===== src/rtl/rvfi_htif_pkg.sv =====
// Shared types and constants for the HTIF sequencer.
// Optional syscall path is controlled by the RVFI_HTIF_SYSCALL_EN macro (see rvfi_htif_ctrl).
package rvfi_htif_pkg;

    // Sequencer states; REQ and FH_WR are only reachable when syscalls are built in.
    typedef enum logic [1:0] {
        HTIF_IDLE  = 2'd0,
        HTIF_REQ   = 2'd1,
        HTIF_FH_WR = 2'd2,
        HTIF_DONE  = 2'd3
    } htif_state_e;

    localparam logic [31:0] HTIF_TIMEOUT_CODE = 32'hFFFF_FFFF;
    localparam logic [7:0]  HTIF_DROP_MAX     = 8'd255;

    // Minimal core configuration: only the commit port count matters here.
    typedef struct packed {
        int unsigned NrCommitPorts;
    } htif_cfg_t;

    localparam htif_cfg_t htif_cfg_default = '{NrCommitPorts: 32'd2};

    // Default RVFI commit record carrying just the fields the sequencer inspects.
    typedef struct packed {
        logic        valid;
        logic [7:0]  mem_wmask;
        logic [63:0] mem_paddr;
        logic [63:0] mem_wdata;
    } htif_rvfi_instr_t;

    // Port index width, never narrower than one bit.
    function automatic int unsigned idx_width(input int unsigned n);
        return (n <= 1) ? 1 : $clog2(n);
    endfunction

    // 8-bit add that clamps at HTIF_DROP_MAX instead of wrapping.
    function automatic logic [7:0] sat_add8(input logic [7:0] a, input logic [7:0] b);
        logic [8:0] sum;
        sum = {1'b0, a} + {1'b0, b};
        return sum[8] ? HTIF_DROP_MAX : sum[7:0];
    endfunction

endpackage


===== src/rtl/rvfi_htif_match.sv =====
// Per-port tohost store detection with lowest-index priority selection.
// Purely combinational; the parent registers everything it derives from these outputs.
module rvfi_htif_match
    import rvfi_htif_pkg::*;
#(
    parameter int unsigned NR_PORTS     = 2,
    parameter type         rvfi_instr_t = htif_rvfi_instr_t,
    parameter int unsigned IDX_W        = idx_width(NR_PORTS)
) (
    input  rvfi_instr_t       rvfi_i [NR_PORTS],
    input  logic [63:0]       tohost_addr_i,
    output logic              hit,
    output logic [IDX_W-1:0]  idx,
    output logic [63:0]       wdata,
    output logic [7:0]        extra_hits
);

    logic [NR_PORTS-1:0] match_vec;
    logic [7:0]          match_cnt;

    // A port matches only for a real, non-zero store to a configured tohost address.
    generate
        for (genvar gi = 0; gi < NR_PORTS; gi++) begin : g_port
            assign match_vec[gi] = rvfi_i[gi].valid
                                && (rvfi_i[gi].mem_wmask != '0)
                                && (rvfi_i[gi].mem_paddr == tohost_addr_i)
                                && (rvfi_i[gi].mem_wdata != '0)
                                && (tohost_addr_i != '0);
        end
    endgenerate

    // Scan from the top so the lowest matching index ends up selected.
    always_comb begin
        hit   = 1'b0;
        idx   = '0;
        wdata = '0;
        for (int i = int'(NR_PORTS) - 1; i >= 0; i--) begin
            if (match_vec[i]) begin
                hit   = 1'b1;
                idx   = IDX_W'(i);
                wdata = rvfi_i[i].mem_wdata;
            end
        end
    end

    // Every match other than the selected one is reported as an extra hit.
    always_comb begin
        match_cnt = '0;
        for (int i = 0; i < int'(NR_PORTS); i++) begin
            match_cnt = match_cnt + {7'd0, match_vec[i]};
        end
        extra_hits = match_cnt - {7'd0, hit};
    end

endmodule


===== src/rtl/rvfi_htif_ctrl.sv =====
// HTIF sequencer: exit detection, syscall request/ack, fromhost write-back, timeout.
// Macro RVFI_HTIF_SYSCALL_EN builds the REQ/FH_WR syscall path; without it,
// syscall stores are only counted as dropped and the syscall outputs are tied low.
module rvfi_htif_ctrl
    import rvfi_htif_pkg::*;
#(
    parameter htif_cfg_t   CVA6Cfg        = htif_cfg_default,
    parameter type         rvfi_instr_t   = htif_rvfi_instr_t,
    parameter logic [31:0] TIMEOUT_CYCLES = 32'd2000000
) (
    input  logic        clk_i,
    input  logic        rst_ni,
    input  rvfi_instr_t rvfi_i [CVA6Cfg.NrCommitPorts],
    input  logic [63:0] tohost_addr_i,
    input  logic [63:0] fromhost_addr_i,
    output logic        sys_req_o,
    output logic [63:0] sys_payload_o,
    input  logic        sys_ack_i,
    input  logic [63:0] sys_resp_i,
    output logic        fh_we_o,
    output logic [63:0] fh_addr_o,
    output logic [63:0] fh_wdata_o,
    input  logic        fh_gnt_i,
    output logic        busy_o,
    output logic [7:0]  dropped_o,
    output logic [31:0] end_of_test_o
);

    localparam int unsigned NR_PORTS = CVA6Cfg.NrCommitPorts;
    localparam int unsigned IDX_W    = idx_width(NR_PORTS);

    htif_state_e      state_reg, state_next;
    logic [31:0]      eot_reg, eot_next;
    logic [7:0]       drop_reg, drop_next, drop_inc;
    logic [31:0]      cnt_reg, cnt_next;
    logic [63:0]      fh_addr_reg;
    logic             exit_take;
    logic             timeout_hit;

    logic             m_hit;
    logic [IDX_W-1:0] m_idx;
    logic [63:0]      m_wdata;
    logic [7:0]       m_extra;

    rvfi_htif_match #(
        .NR_PORTS     (NR_PORTS),
        .rvfi_instr_t (rvfi_instr_t),
        .IDX_W        (IDX_W)
    ) u_match (
        .rvfi_i        (rvfi_i),
        .tohost_addr_i (tohost_addr_i),
        .hit           (m_hit),
        .idx           (m_idx),
        .wdata         (m_wdata),
        .extra_hits    (m_extra)
    );

    // The counter is compared as a register so the timeout fires one cycle after it reaches the limit.
    assign timeout_hit = (TIMEOUT_CYCLES != 32'd0) && (cnt_reg >= TIMEOUT_CYCLES);
    assign cnt_next    = (cnt_reg == 32'hFFFF_FFFF) ? cnt_reg : cnt_reg + 32'd1;
    assign drop_next   = sat_add8(drop_reg, drop_inc);

    // Next-state, exit latching and drop accounting; timeout overrides all but a same-cycle exit.
    always_comb begin
        state_next = state_reg;
        eot_next   = eot_reg;
        exit_take  = 1'b0;
        // Outside IDLE every match, including the would-be selected one, is dropped.
        drop_inc   = m_extra + ((state_reg != HTIF_IDLE) ? {7'd0, m_hit} : 8'd0);
        case (state_reg)
            HTIF_IDLE: begin
                if (m_hit) begin
                    if (m_wdata[0]) begin
                        exit_take  = 1'b1;
                        eot_next   = m_wdata[31:0];
                        state_next = HTIF_DONE;
                    end else begin
`ifdef RVFI_HTIF_SYSCALL_EN
                        state_next = HTIF_REQ;
`else
                        drop_inc   = m_extra + 8'd1;
`endif
                    end
                end
            end
`ifdef RVFI_HTIF_SYSCALL_EN
            HTIF_REQ: begin
                if (sys_ack_i) begin
                    state_next = (fromhost_addr_i != '0) ? HTIF_FH_WR : HTIF_IDLE;
                end
            end
            HTIF_FH_WR: begin
                if (fh_gnt_i) begin
                    state_next = HTIF_IDLE;
                end
            end
`endif
            default: ;
        endcase
        if (timeout_hit && (state_reg != HTIF_DONE) && !exit_take) begin
            state_next = HTIF_DONE;
            eot_next   = HTIF_TIMEOUT_CODE;
        end
    end

    // State, exit code, drop counter, cycle counter and fromhost address registers.
    always_ff @(posedge clk_i or negedge rst_ni) begin
        if (!rst_ni) begin
            state_reg   <= HTIF_IDLE;
            eot_reg     <= '0;
            drop_reg    <= '0;
            cnt_reg     <= '0;
            fh_addr_reg <= '0;
        end else begin
            state_reg   <= state_next;
            eot_reg     <= eot_next;
            drop_reg    <= drop_next;
            cnt_reg     <= cnt_next;
            fh_addr_reg <= fromhost_addr_i;
        end
    end

`ifdef RVFI_HTIF_SYSCALL_EN
    logic [63:0] payload_reg, payload_next;
    logic [63:0] resp_reg, resp_next;

    // Payload captured only when a syscall is actually taken; response only on a consumed ack.
    always_comb begin
        payload_next = payload_reg;
        resp_next    = resp_reg;
        if ((state_reg == HTIF_IDLE) && (state_next == HTIF_REQ)) begin
            payload_next = m_wdata;
        end
        if ((state_reg == HTIF_REQ) && sys_ack_i && (state_next != HTIF_DONE)) begin
            resp_next = sys_resp_i;
        end
    end

    // Syscall payload and host response holding registers.
    always_ff @(posedge clk_i or negedge rst_ni) begin
        if (!rst_ni) begin
            payload_reg <= '0;
            resp_reg    <= '0;
        end else begin
            payload_reg <= payload_next;
            resp_reg    <= resp_next;
        end
    end

    assign sys_req_o     = (state_reg == HTIF_REQ);
    assign fh_we_o       = (state_reg == HTIF_FH_WR);
    assign sys_payload_o = payload_reg;
    assign fh_wdata_o    = resp_reg;

    logic unused_sig;
    assign unused_sig = ^m_idx;
`else
    assign sys_req_o     = 1'b0;
    assign fh_we_o       = 1'b0;
    assign sys_payload_o = '0;
    assign fh_wdata_o    = '0;

    logic unused_sig;
    assign unused_sig = ^{m_idx, m_wdata[63:32], sys_ack_i, sys_resp_i, fh_gnt_i};
`endif

    assign busy_o        = (state_reg != HTIF_IDLE);
    assign dropped_o     = drop_reg;
    assign end_of_test_o = eot_reg;
    assign fh_addr_o     = fh_addr_reg;

endmodule


===== config.mk =====
export PLATFORM = sky130hd
export DESIGN_NAME = rvfi_htif_ctrl
export DESIGN_NICKNAME = d
export VERILOG_FILES = /design/src/rtl/rvfi_htif_pkg.sv /design/src/rtl/rvfi_htif_match.sv /design/src/rtl/rvfi_htif_ctrl.sv
export SDC_FILE = /design/constraint.sdc
export NUM_CORES = 1
export LEC_CHECK = 0
export ABC_AREA = 1
export BUFFER_PORTS_ARGS = -buffer_cell sky130_fd_sc_hd__buf_2
export CAP_MARGIN = 10
export CORE_AREA = 4 4 270 272
export CTS_CLUSTER_SIZE = 12
export DETAILED_ROUTE_END_ITERATION = 8
export DIE_AREA = 0 0 274 276
export GPL_ROUTABILITY_DRIVEN = 0
export PLACE_DENSITY = 0.41
export SLEW_MARGIN = 20
export SYNTH_ARGS = -nofsm -noshare
export SYNTH_HDL_FRONTEND = slang
export SYNTH_SLANG_ARGS = --single-unit

===== constraint.sdc =====
create_clock -name clk_i -period 4.1 [get_ports clk_i]
set_input_delay 0.82 -clock clk_i [delete_from_list [all_inputs] [get_ports clk_i]]
set_output_delay 0.82 -clock clk_i [all_outputs]
set_load 0.01 [all_outputs]

; ---- Word-level counts from Yosys, hierarchy flattened
; Index checks and enable logic that the tools add are counted.
[totals]
reg_bits = 138
latch_bits = 0
ramBits = 0
romBits = 0
output_inout_bits = 235
wordCells = 58
mem_count = 0
[classes]
add_sub_neg = 6
multipliers = 0
div_mod_pow = 0
order_cmp = 1
n_eq_ne = 4
n_shift = 0
mux = 20
bitwise = 0
reduce_logical = 22
[op_table]
columns = cell, count
row1 = $mux 32, 6
row2 = $reduce_bool 64->1, 3
row3 = $eq 64x64->1, 2
row4 = $add 32x1->32 const B, 1
row5 = $eq 32x32->1 const B, 1
row6 = $ge 32x21->1 const B, 1
row7 = $mux 8, 4
row8 = $reduce_bool 8->1, 2
row9 = $logic_and 1x1->1, 10
row10 = $add 8x8->9, 1
row11 = $add 8x1->8, 1
row12 = $add 8x1->8 const B, 1
row13 = $mux 2, 4
row14 = $reduce_bool 2->1, 4
row15 = $sub 8x1->8, 1
row16 = $mux 1, 6
row17 = $reduce_and 3->1, 1
row18 = $add 1x1->2, 1
row19 = $logic_not 2->1, 1
row20 = $ne 2x2->1 const B, 1
row21 = $logic_not 1->1, 1

; ---- Longest topological paths before layout
; Gate-level depths: netlist of the first run.
[depth]
depth_word = 14
depth_mapped = 33
mapped_depth_nobuf = 33

; ---- By module
; A second synthesis of the first run with hierarchy kept.
[hier_totals]
cells_unflattened = 1781
area_unflattened_um2 = 11100.6
[modules_own_cells]
columns = mod, n_inst, cells_each, area_per_inst_um2, seq_area_each_um2
row1 = rvfi_htif_ctrl, 1, 790, 6927.9, 3403.3
row2 = rvfi_htif_match, 1, 991, 4172.8, 0.0

; ---- Worst setup path before layout of the first run
; No wires, ideal clock.
[synth_timing]
kind = input to register
from = in tohost_addr_i[42]
to = reg drop_reg[2], in the netlist dropped_o[2]
setup_ps = 150
arrival_time_ps = 4110
required_ps = 3950
path_slack_ps = -161
cell_stages = 30
path_cell_list = inv_1 nand2_1 nand2_1 nor2_1 nand2_1 nor2_1 nand2_1 nor2_4 nand2_1 nor2_4 nand2_1 ha_1 inv_1 ha_1 inv_1 ha_1 inv_1 nand2_1 nand2_1 ha_1 nand2_1 inv_1 o21ai_0 nand2_1 a21oi_1 o21ai_0 nand2_1 nand2_1 a21oi_1 o21ai_0
[synth_via]
elab_chain_cells = 13
word_cells_on_any_way = 23
[synth_lines]
columns = item, line
row1 = from (decl), rvfi_htif_ctrl.sv:14  ; input logic [63:0] tohost_addr_i,
row2 = $eq 64x64->1, rvfi_htif_match.sv:26  ; && (rvfi_i[gi].mem_paddr == tohost_addr_i)
row3 = $logic_and 1x1->1, rvfi_htif_match.sv:26
row4 = $logic_and 1x1->1, rvfi_htif_match.sv:27  ; && (rvfi_i[gi].mem_wdata != '0)
row5 = $logic_and 1x1->1, rvfi_htif_match.sv:28  ; && (tohost_addr_i != '0);
row6 = $mux 1, --
row7 = $mux 1, rvfi_htif_match.sv:38  ; if (match_vec[i]) begin
row8 = $sub 8x1->8 / $mux 1 (equally long branches), "rvfi_htif_match.sv:52, rvfi_htif_ctrl.sv:69"
row9 = $add 8x1->8 (on tied branches), "rvfi_htif_ctrl.sv:81, rvfi_htif_ctrl.sv:69"
row10 = $mux 8, rvfi_htif_ctrl.sv:73  ; if (m_wdata[0]) begin
row11 = $mux 8, rvfi_htif_ctrl.sv:72  ; if (m_hit) begin
row12 = $mux 8 *, rvfi_htif_ctrl.sv:70  ; case (state_reg)
row13 = $add 8x8->9 *, rvfi_htif_pkg.sv:39  ; sum = {1'b0, a} + {1'b0, b};
row14 = $mux 8 *, rvfi_htif_pkg.sv:40  ; return sum[8] ? HTIF_DROP_MAX : sum[7:0];
row15 = net drop_next[2], rvfi_htif_ctrl.sv:34  ; logic [7:0] drop_reg, drop_next, drop_inc;
row16 = to (signal assigned), rvfi_htif_ctrl.sv:117  ; drop_reg <= drop_next;
row17 = to (decl), rvfi_htif_ctrl.sv:34
; The timed path passes the listed nets; every way through them passes the cells marked *.
; A chain may end at the register's enable or synchronous reset.

; ---- Worst setup path after layout of the first run
[layout_timing]
from = in tohost_addr_i[24]
to = reg drop_reg[7], in the netlist dropped_o[7]
; The elaborated chain is that of the path after synthesis.

==> results of run 1 <==
-- area by class of cell --
cell class                      count  area, µm²
Inverter                          279       1060
Clock inverter                     14        173
Sequential cell                   136       3400
Multi-Input combinational cell   1356       6650
Antenna cell                        3       7.51
Fill cell                        8113      53200
Timing Repair Buffer              773       4650
Tap cell                          950       1190
Clock buffer                       18        429
-- stage by stage --
stage / area [µm²] / TNS, ps / utilization / hold WS (ps) / instances
finish: 17600 / 0 / 0.248 / 451 / 3529
global route: 17600 / -631 / 0.248 / 460 / 3528
CTS: 17000 / 0 / 0.241 / 451 / 3518
detailed placement: 16300 / -6670 / 0.231 / 486 / 3486
global placement: 16300 / -6890 / 0.231 / 480 / 3486
floorplan: 11800 / 0 / - / 463 / 1919
-- cells in the final DEF (no fill, tap or decap), drive strengths merged, types with 2 or more instances in the layout --
master    instances
a21oi            10
and2              6
and3              2
buf             773
bufinv            3
clkbuf           18
clkinv            7
clkinvlp          2
conb            130
dfrtp           136
diode             3
ha               16
inv             281
nand2           644
nand3            70
nand3b           37
nand4            34
nor2            291
nor3             17
nor4              6
o21ai            24
or2               3
xnor2            39
xor2             23
-- kinds of logic after synthesis --
family / after synthesis / synth area share
flops: 136 / 0.301
buf+inv: 427 / 0.197
other cells: 1 / 0.000332
simple gates: 1111 / 0.418
compound gates: 36 / 0.0166
fa+ha+maj: 17 / 0.0195
xor+xnor: 62 / 0.0481
-- worst reg2reg max path, stage by stage (launching register included) --
cell	delay (ps)
dfrtp_1	580
inv_1	260
a21oi_4	200
ha_4	170
ha_4	120
inv_2	40
ha_4	250
inv_2	30
nand2_2	50
nand2_2	60
ha_4	250
nand2_2	60
inv_2	40
o21ai_1	120
nand2_1	100
a21oi_2	150
o21ai_2	80
nand2_1	70
nand2_2	60
a21oi_4	240
nand3b_1	100
-- path summary, 6_finish.rpt --
kind	from	endpoint	slack, ps	cells past startpoint
worst max-delay path	tohost_addr_i[24]	dropped_o[7]	120	32
worst min-delay path	rst_ni	fh_addr_o[10]	450	1
worst max register to register	state_reg[0]	dropped_o[7]	960	20
worst min register to register	cnt_reg[19]	cnt_reg[19]	510	1
max in group asynchronous	rst_ni	end_of_test_o[23]	2870	2
min in group clk_i	fromhost_addr_i[60]	fh_addr_o[60]	490	1
-- what timing repair did --
item                                    4_1_cts  5_1_grt
setup buffers                                 0        8
endpoints found under the setup margin        8        8
pin swaps                                     8       63
hold buffers                                  0        0
gates resized for setup                      35      145
-- power by group through the flow --
stage	clock network, µW	registers [µW]	logic, µW
after detailed placement	0	1410	965
after global placement	0	1410	967
after CTS	1650	1380	976
final	1600	1380	1030
after floorplan	0	1430	399
after global routing	1720	1390	1130
-- layer usage --
| layer | vias up | share of wire |
|---|---|---|
| li1 | 6667 | - |
| met1 | 5755 | 0.47 |
| met2 | 401 | 0.46 |
| met3 | 29 | 0.065 |
| met4 | 4 | 0.0078 |
| met5 | - | 0.00055 |
==> metrics.txt, run 1 <==
status=finished, final reports clean; antenna violations before repair=8; DR vias=between 10000 and 15000; areal power density over the cells=228 nW/µm²; Max Cap Viol=0; switching part of the total=0.305; clk_lat worst skew=about 440 ps; die width=between 200 and 300 µm; Hold WC Path Type=in -> async; Buf/Inv on CP=7; worst setup slack after layout=116 ps; measured slew at the worst slew-check pin=a little under 800 ps; Pins Over Slew Limit=0; CP required=4410 ps; Commonest cells post-synth=nand2_1 (618), nor2_1 (283), inv_1 (260); post-synth top area share=0.301; cell count after synthesis=about 1800; ys async rst share=1.00; Final HPWL DP=a little under 50000 µm; CP dominant cell by count=nand2_1; Internal=2790 µW; DRT Wirelength=56100 µm; critical path fanouts, max=8; pre-CTS setup slack=-879 ps; IO Count=roughly 710; largest net degree at the start of global routing=84; Root Driver=clkbuf_16; largest stage delay on the critical path=250 ps; Initial DRC Count=~660; synth-to-layout area growth=55.4%; clk buf depth=2; Gate power share=0.256; Worst EP arrival=approximately 4300 ps; Max-Slew Margin vs Limit=0.471; Highest Clock Rate=about 250 MHz; CTS Buf Count=17; crit share post-route=0.972; DR pass1 iterations=5; Synth area leader=dfrtp_1; Leak=0.00959 µW; Crit Path Class=in -> reg; Top delay family on crit path=simple AND/OR/NAND/NOR gates; vias in the first global route=12643; Tot Pwr=about 4000 µW; Tot GR Track Use=0.143; Synth Flop Type=dfrtp_1; Vias/cell=3.64; first-pass GRT wire length=approximately 81000 µm; cell row count=between 90 and 100; Avg Cell Area, Syn=approximately 6.3 µm²; maximum VDD drop=about 0.24 mV; Setup crit start kind=input pin; WL per Instance=between 15 and 20 µm; core area=70800 µm²; RSZ-0062 raised after global routing=true; clock transition at the registers of the reported paths=around 60 ps; Ys Warns=0; CTS tree=yes; min Tclk post-route=around 4000 ps; Synth area leaders=dfrtp_1 (30%), nand2_1 (21%), nor2_1 (9.4%); Fin. Hold Viols=0; Switch Pwr=approximately 1200 µW; # setup viols final=0; most frequent cell after synthesis=nand2_1; grt total ovfl=0; Residual DRC=0; Yosys cell types=39; sequential share of power=0.345; die area=~76000 µm²; met2 Use GR=0.235; gr busiest metal=met2; Max Clock Skew=just over 9 ps; H-tree levels=4; met3 Usage GRT=0.0272; synthesized area=approximately 11000 µm²; Clock Sinks=136; Clock power frac=0.399; max reg flops=64; share of the yosys chip area belonging to registers=0.301; GR Util met1=0.199; share of layout cells above drive strength 1=0.389; nets@finish=roughly 3000; Critical Path End Type=flip-flop; remaining antenna violation count=0; die height=~280 µm; #FFs+latches synth=136; Port Buf Inserts=508; Post-synth EDFFs=0; Slowest-stage cell, CP=ha_4; Initial Util=0.160
No activity file was read; power rests on OpenSTA's default activity.
==> run 2: changes to the inputs <==
--- a/config.mk
+++ b/config.mk
@@ -8,12 +8,14 @@
 export ABC_AREA = 1
 export BUFFER_PORTS_ARGS = -buffer_cell sky130_fd_sc_hd__buf_2
 export CAP_MARGIN = 10
-export CORE_AREA = 4 4 270 272
+export CELL_PAD_IN_SITES_DETAIL_PLACEMENT = 0
+export CELL_PAD_IN_SITES_GLOBAL_PLACEMENT = 1
+export CORE_AREA = 4 4 275 277
 export CTS_CLUSTER_SIZE = 12
 export DETAILED_ROUTE_END_ITERATION = 8
-export DIE_AREA = 0 0 274 276
+export DIE_AREA = 0 0 279 281
 export GPL_ROUTABILITY_DRIVEN = 0
-export PLACE_DENSITY = 0.41
+export PLACE_DENSITY = 0.54
 export SLEW_MARGIN = 20
 export SYNTH_ARGS = -nofsm -noshare
 export SYNTH_HDL_FRONTEND = slang
==> run 2 against run 1 <==
Non-clock buffer count decreased by 10; largest cell class unchanged; clock power about the same; maximum frequency decreased by 0.75%; clock skew increased by 1.2 ps; critical endpoint unchanged; critical path type unchanged; hold slack got worse by 24 ps; global-route usage decreased by 0.51 points; final area increased by 0.21%; critical path depth unchanged; highest routed layer unchanged; first-iteration DRC count decreased by 4.5%; power decreased by 0.87%; via count decreased by 0.41%; sequential share of layout area about the same.
==> metrics.txt, run 2 (synthesis results as in run 1) <==
clk_lat worst skew=~420 ps; Setup crit start=tohost_addr_i[19]; Port Buf Inserts=approximately 510; RSZ-0062 raised after global routing=true; grt total ovfl=0; Setup crit start kind=input pin; Top delay family on crit path=simple AND/OR/NAND/NOR gates; worst reg2reg setup slack=between 900 and 1000 ps; largest net degree at the start of global routing=between 80 and 90; IO Count=just over 700; Buf/Inv on CP=9; WL per Instance=approximately 16 µm; DRT Wirelength=about 57000 µm; die area=around 78000 µm²; Worst R2R Start=state_reg[0]; Internal=between 2000 and 3000 µW; Switch Pwr=~1300 µW; clock transition at the registers of the reported paths=80 ps; CP required=4400 ps; Clock power frac=0.397; cell row count=99; Residual DRC=0; largest stage delay on the critical path=roughly 250 ps; area of the multi-input gates=6740 µm²; Final HPWL DP=about 50000 µm; pre-CTS setup slack=-952 ps; Initial Util=0.155; areal power density over the cells=approximately 230 nW/µm²; CTS Buf Count=17; core area=between 70000 and 80000 µm²; placed cell count=3487; Worst EP arrival=4310 ps; remaining antenna violation count=0; die height=281 µm; Pins Over Slew Limit=0; maximum VDD drop=around 0.19 mV; DR vias=~13000; Hold WC Path Type=in -> async; critical path fanouts, max=8; clk buf depth=2; most common cell after layout, fill and taps aside=nand2_1; synth-to-layout area growth=55.7%; fin cells=around 3500; Initial DRC Count=633; Fin. Hold Viols=0; Slowest-stage cell, CP=ha_4; min Tclk post-route=approximately 4000 ps; Tot GR Track Use=0.138; Max Clock Skew=between 10 and 15 ps; share of layout cells above drive strength 1=0.391; FILL cells=approximately 8400; Max-Slew Margin vs Limit=0.453; vias in the first global route=around 13000; hold buffer count at cts=0; Reg area=approximately 3400 µm²; worst setup slack after layout=approximately 86 ps; H-tree levels=4; antenna violations before repair=4; gr busiest metal=met2; crit share post-route=0.979; first-pass GRT wire length=roughly 81000 µm; CP dominant cell by count=nand2_2; Root Driver=clkbuf_16; met3 Usage GRT=0.0227; status=finished, final reports clean; die width=between 200 and 300 µm; r2r worst-path depth=20; DR pass1 iterations=5; max reg flops=64; Highest Clock Rate=approximately 250 MHz; commonest cells after routing, fill and taps aside=nand2_1 (564), buf_2 (494), buf_4 (249); Critical Path End Type=flip-flop; GR Util met1=0.189; Crit Reg-Reg Endpoint=dropped_o[7]; CTS tree=yes; Vias/cell=~3.6; Crit Path Class=in -> reg; Clock Sinks=about 140; Gate power share=0.256; met2 Use GR=0.233; switching part of the total=0.320; Leak=roughly 0.0096 µW; nets@finish=about 3000; measured slew at the worst slew-check pin=slightly above 800 ps; # setup viols final=0; Max Cap Viol=0; sequential share of power=0.348
==> run 2: cell type report <==
class | count | share of cell area
Sequential cell | 136 | 0.193
Multi-Input combinational cell | 1356 | 0.383
Clock buffer | 18 | 0.0250
Clock inverter | 14 | 0.00853
Antenna cell | 3 | 0.000427
Inverter | 279 | 0.0608
Timing Repair Buffer | 763 | 0.260
Tap cell | 959 | 0.0682
==> run 2: what timing repair did <==
action	in CTS	in global routing
endpoints found under the setup margin	8	8
pin swaps	12	77
gates cloned	0	0
setup buffers	2	5
gates resized for setup	40	169
==> run 2: through the flow <==
step                      total power (µW)  TNS, ps  instance area, µm²  hold WS, ps  utilization
after floorplan                       1820        0               11800          463            -
after detailed placement              2370    -7200               16300          490        0.223
after global placement                2370    -7260               16300          490        0.223
after global routing                  4200     -756               17600          467        0.242
final                                 3980        0               17600          428        0.242
after CTS                             3980        0               17000          469        0.233
==> run 2: layer usage <==
layer | up-vias | routed length [µm]
li1 | 6652 | -
met2 | 386 | 27000
met1 | 5726 | 26300
met5 | - | 7
met3 | 37 | 3110
met4 | 2 | 609
==> run 2: power by group through the flow <==
| stage | combinational [µW] | sequential (µW) | clock (µW) |
|---|---|---|---|
| after floorplan | 399 | 1430 | 0 |
| after global placement | 964 | 1410 | 0 |
| after detailed placement | 961 | 1410 | 0 |
| after CTS | 972 | 1380 | 1630 |
| after global routing | 1120 | 1380 | 1690 |
| final | 1020 | 1380 | 1580 |
==> run 2: how the worst max path moves through the flow <==
stage / end / slack [ps] / cells after the start
floorplan: dropped_o[2] / 3 / 30
CTS: dropped_o[7] / 9 / 34
finish: dropped_o[7] / 90 / 32
global placement: dropped_o[2] / -960 / 30
global route: dropped_o[2] / -130 / 31
detailed placement: dropped_o[2] / -950 / 30
==> run 3: changes to the inputs <==
--- a/config.mk
+++ b/config.mk
@@ -10,12 +10,13 @@
 export CAP_MARGIN = 10
 export CELL_PAD_IN_SITES_DETAIL_PLACEMENT = 0
 export CELL_PAD_IN_SITES_GLOBAL_PLACEMENT = 1
-export CORE_AREA = 4 4 275 277
+export CORE_AREA = 2 2 273 275
 export CTS_CLUSTER_SIZE = 12
 export DETAILED_ROUTE_END_ITERATION = 8
-export DIE_AREA = 0 0 279 281
+export DIE_AREA = 0 0 275 277
 export GPL_ROUTABILITY_DRIVEN = 0
 export PLACE_DENSITY = 0.54
+export SETUP_SLACK_MARGIN = 0.4
 export SLEW_MARGIN = 20
 export SYNTH_ARGS = -nofsm -noshare
 export SYNTH_HDL_FRONTEND = slang
==> run 3 against run 2 <==
Setup slack improved by 72 ps; core utilization rose by 0.58 points; maximum frequency rose by 1.8%; power fell by 0.37%; final area rose by 3.4%; largest cell class unchanged.
==> metrics.txt, run 3 (synthesis results as in run 1) <==
Slowest-stage cell, CP=fa_2; Worst EP arrival=4240 ps; # setup viols final=0; Leak=slightly below 0.01 µW; die area=around 76000 µm²; areal power density over the cells=roughly 220 nW/µm²; H-tree levels=4; status=finished, final reports clean; synth-to-layout area growth=61.1%; vias in the first global route=~13000; Critical Path End Type=flip-flop; Pins Over Slew Limit=0; DRT Wirelength=between 50000 and 60000 µm; RSZ-0062 raised after global routing=true; Max Cap Viol=0; final core utilization=0.247; share of layout cells above drive strength 1=0.428; worst reg2reg setup slack=1020 ps; Setup crit start kind=input pin; Tot Pwr=a little under 4000 µW; Clock Sinks=136; max reg flops=64; CTS Buf Count=17; Hold WC Path Type=in -> async; core area=73600 µm²; clock transition at the registers of the reported paths=roughly 70 ps; maximum VDD drop=around 0.25 mV; measured slew at the worst slew-check pin=slightly below 800 ps; Initial Util=0.154; IO Count=about 710; critical path fanouts, max=8; remaining antenna violation count=0; Tot GR Track Use=0.138; largest net degree at the start of global routing=between 80 and 90; antenna violations before repair=8; Crit Path Class=in -> reg; grt total ovfl=0; nets@finish=3065; Fin. Hold Viols=0; Root Driver=clkbuf_16; most common cell after layout, fill and taps aside=nand2_1; hold buffer count at cts=0; DR pass1 iterations=5; DR vias=12888; Highest Clock Rate=approximately 250 MHz; crit share post-route=0.961; FILL cells=8454; die width=~280 µm; CTS tree=yes; largest stage delay on the critical path=approximately 370 ps; clk_lat worst skew=420 ps; CP required=4400 ps; WL per Instance=between 15 and 20 µm; die height=roughly 280 µm; first-pass GRT wire length=between 70000 and 80000 µm; Initial DRC Count=~520; Max-Slew Margin vs Limit=0.473; Final HPWL DP=approximately 47000 µm; cell row count=100; commonest cells after routing, fill and taps aside=nand2_1 (513), buf_2 (470), buf_4 (275); Port Buf Inserts=~510; min Tclk post-route=3940 ps; clk buf depth=2; Vias/cell=between 3 and 4; Max Clock Skew=between 10 and 15 ps; Residual DRC=0
-- run 3: cell count changes in the layout (fill, tap and decap cells not counted), sizes merged --
cell / delta
clkinv: -2
buf: +24
clkinvlp: +3
diode: -1
inv: -4
clkbuf: +4
-- run 3: worst max-delay path: cells and delay by family --
kind            cells  cell delay, ps
fa+ha+maj           3             850
simple gates       16            1190
buf+inv             9             670
compound gates      5             720
-- run 3: metal layers --
layer / up-vias / track usage / part of all wire
met2: 377 / 0.243 / 0.49
met1: 5776 / 0.181 / 0.45
met5: - / 0 / 0.00045
met3: 31 / 0.0182 / 0.050
met4: 4 / 0.0183 / 0.0084
li1: 6700 / - / -
-- run 3: timing repair --
action                                  in CTS  in global routing
setup buffers                               10                  6
endpoints found under the hold margin        0                  0
endpoints found under the setup margin       8                  8
pin swaps                                   73                 98
gates resized for setup                    132                204
-- run 3: final cells by class --
| class | instances | area (µm²) | share of cell area |
|---|---|---|---|
| multi-input cells | 1356 | 7030 | 0.386 |
| well taps | 969 | 1210 | 0.0666 |
| repair buffers | 788 | 4910 | 0.270 |
| flip-flops and latches | 136 | 3400 | 0.187 |
| clock buffers | 21 | 460 | 0.0253 |
| clock inverters | 11 | 113 | 0.00619 |
| diodes | 2 | 5.00 | 0.000275 |
| inverters | 279 | 1060 | 0.0584 |
-- run 3: through the flow --
step / setup TNS, ps / hold WS [ps] / std cells / instance area [µm²] / worst slack (ps)
final: 0 / 450 / 3562 / 18200 / 159
after global routing: -404 / 473 / 3562 / 18200 / -79.1
after CTS: 0 / 469 / 3554 / 17500 / 129
after detailed placement: -5510 / 486 / 3512 / 16500 / -710
after global placement: -5860 / 488 / 3512 / 16500 / -754
after floorplan: 0 / 463 / 1919 / 11800 / 105
-- run 3: path summary, 6_finish.rpt --
| kind | start | to | depth (start not counted) |
|---|---|---|---|
| setup / recovery | rvfi_i[141] | dropped_o[2] | 33 |
| hold / removal | rst_ni | fh_addr_o[17] | 1 |
| setup reg to reg | state_reg[0] | dropped_o[2] | 20 |
| hold reg to reg | cnt_reg[19] | cnt_reg[19] | 1 |
| max in group asynchronous | rst_ni | cnt_reg[5] | 2 |
| min in group clk_i | cnt_reg[19] | cnt_reg[19] | 1 |
-- run 3: report_power, final --
group          switching [µW]  internal [µW]
Combinational             584            487
Clock                     631            879
Sequential               8.04           1370
Total                    1220           2740
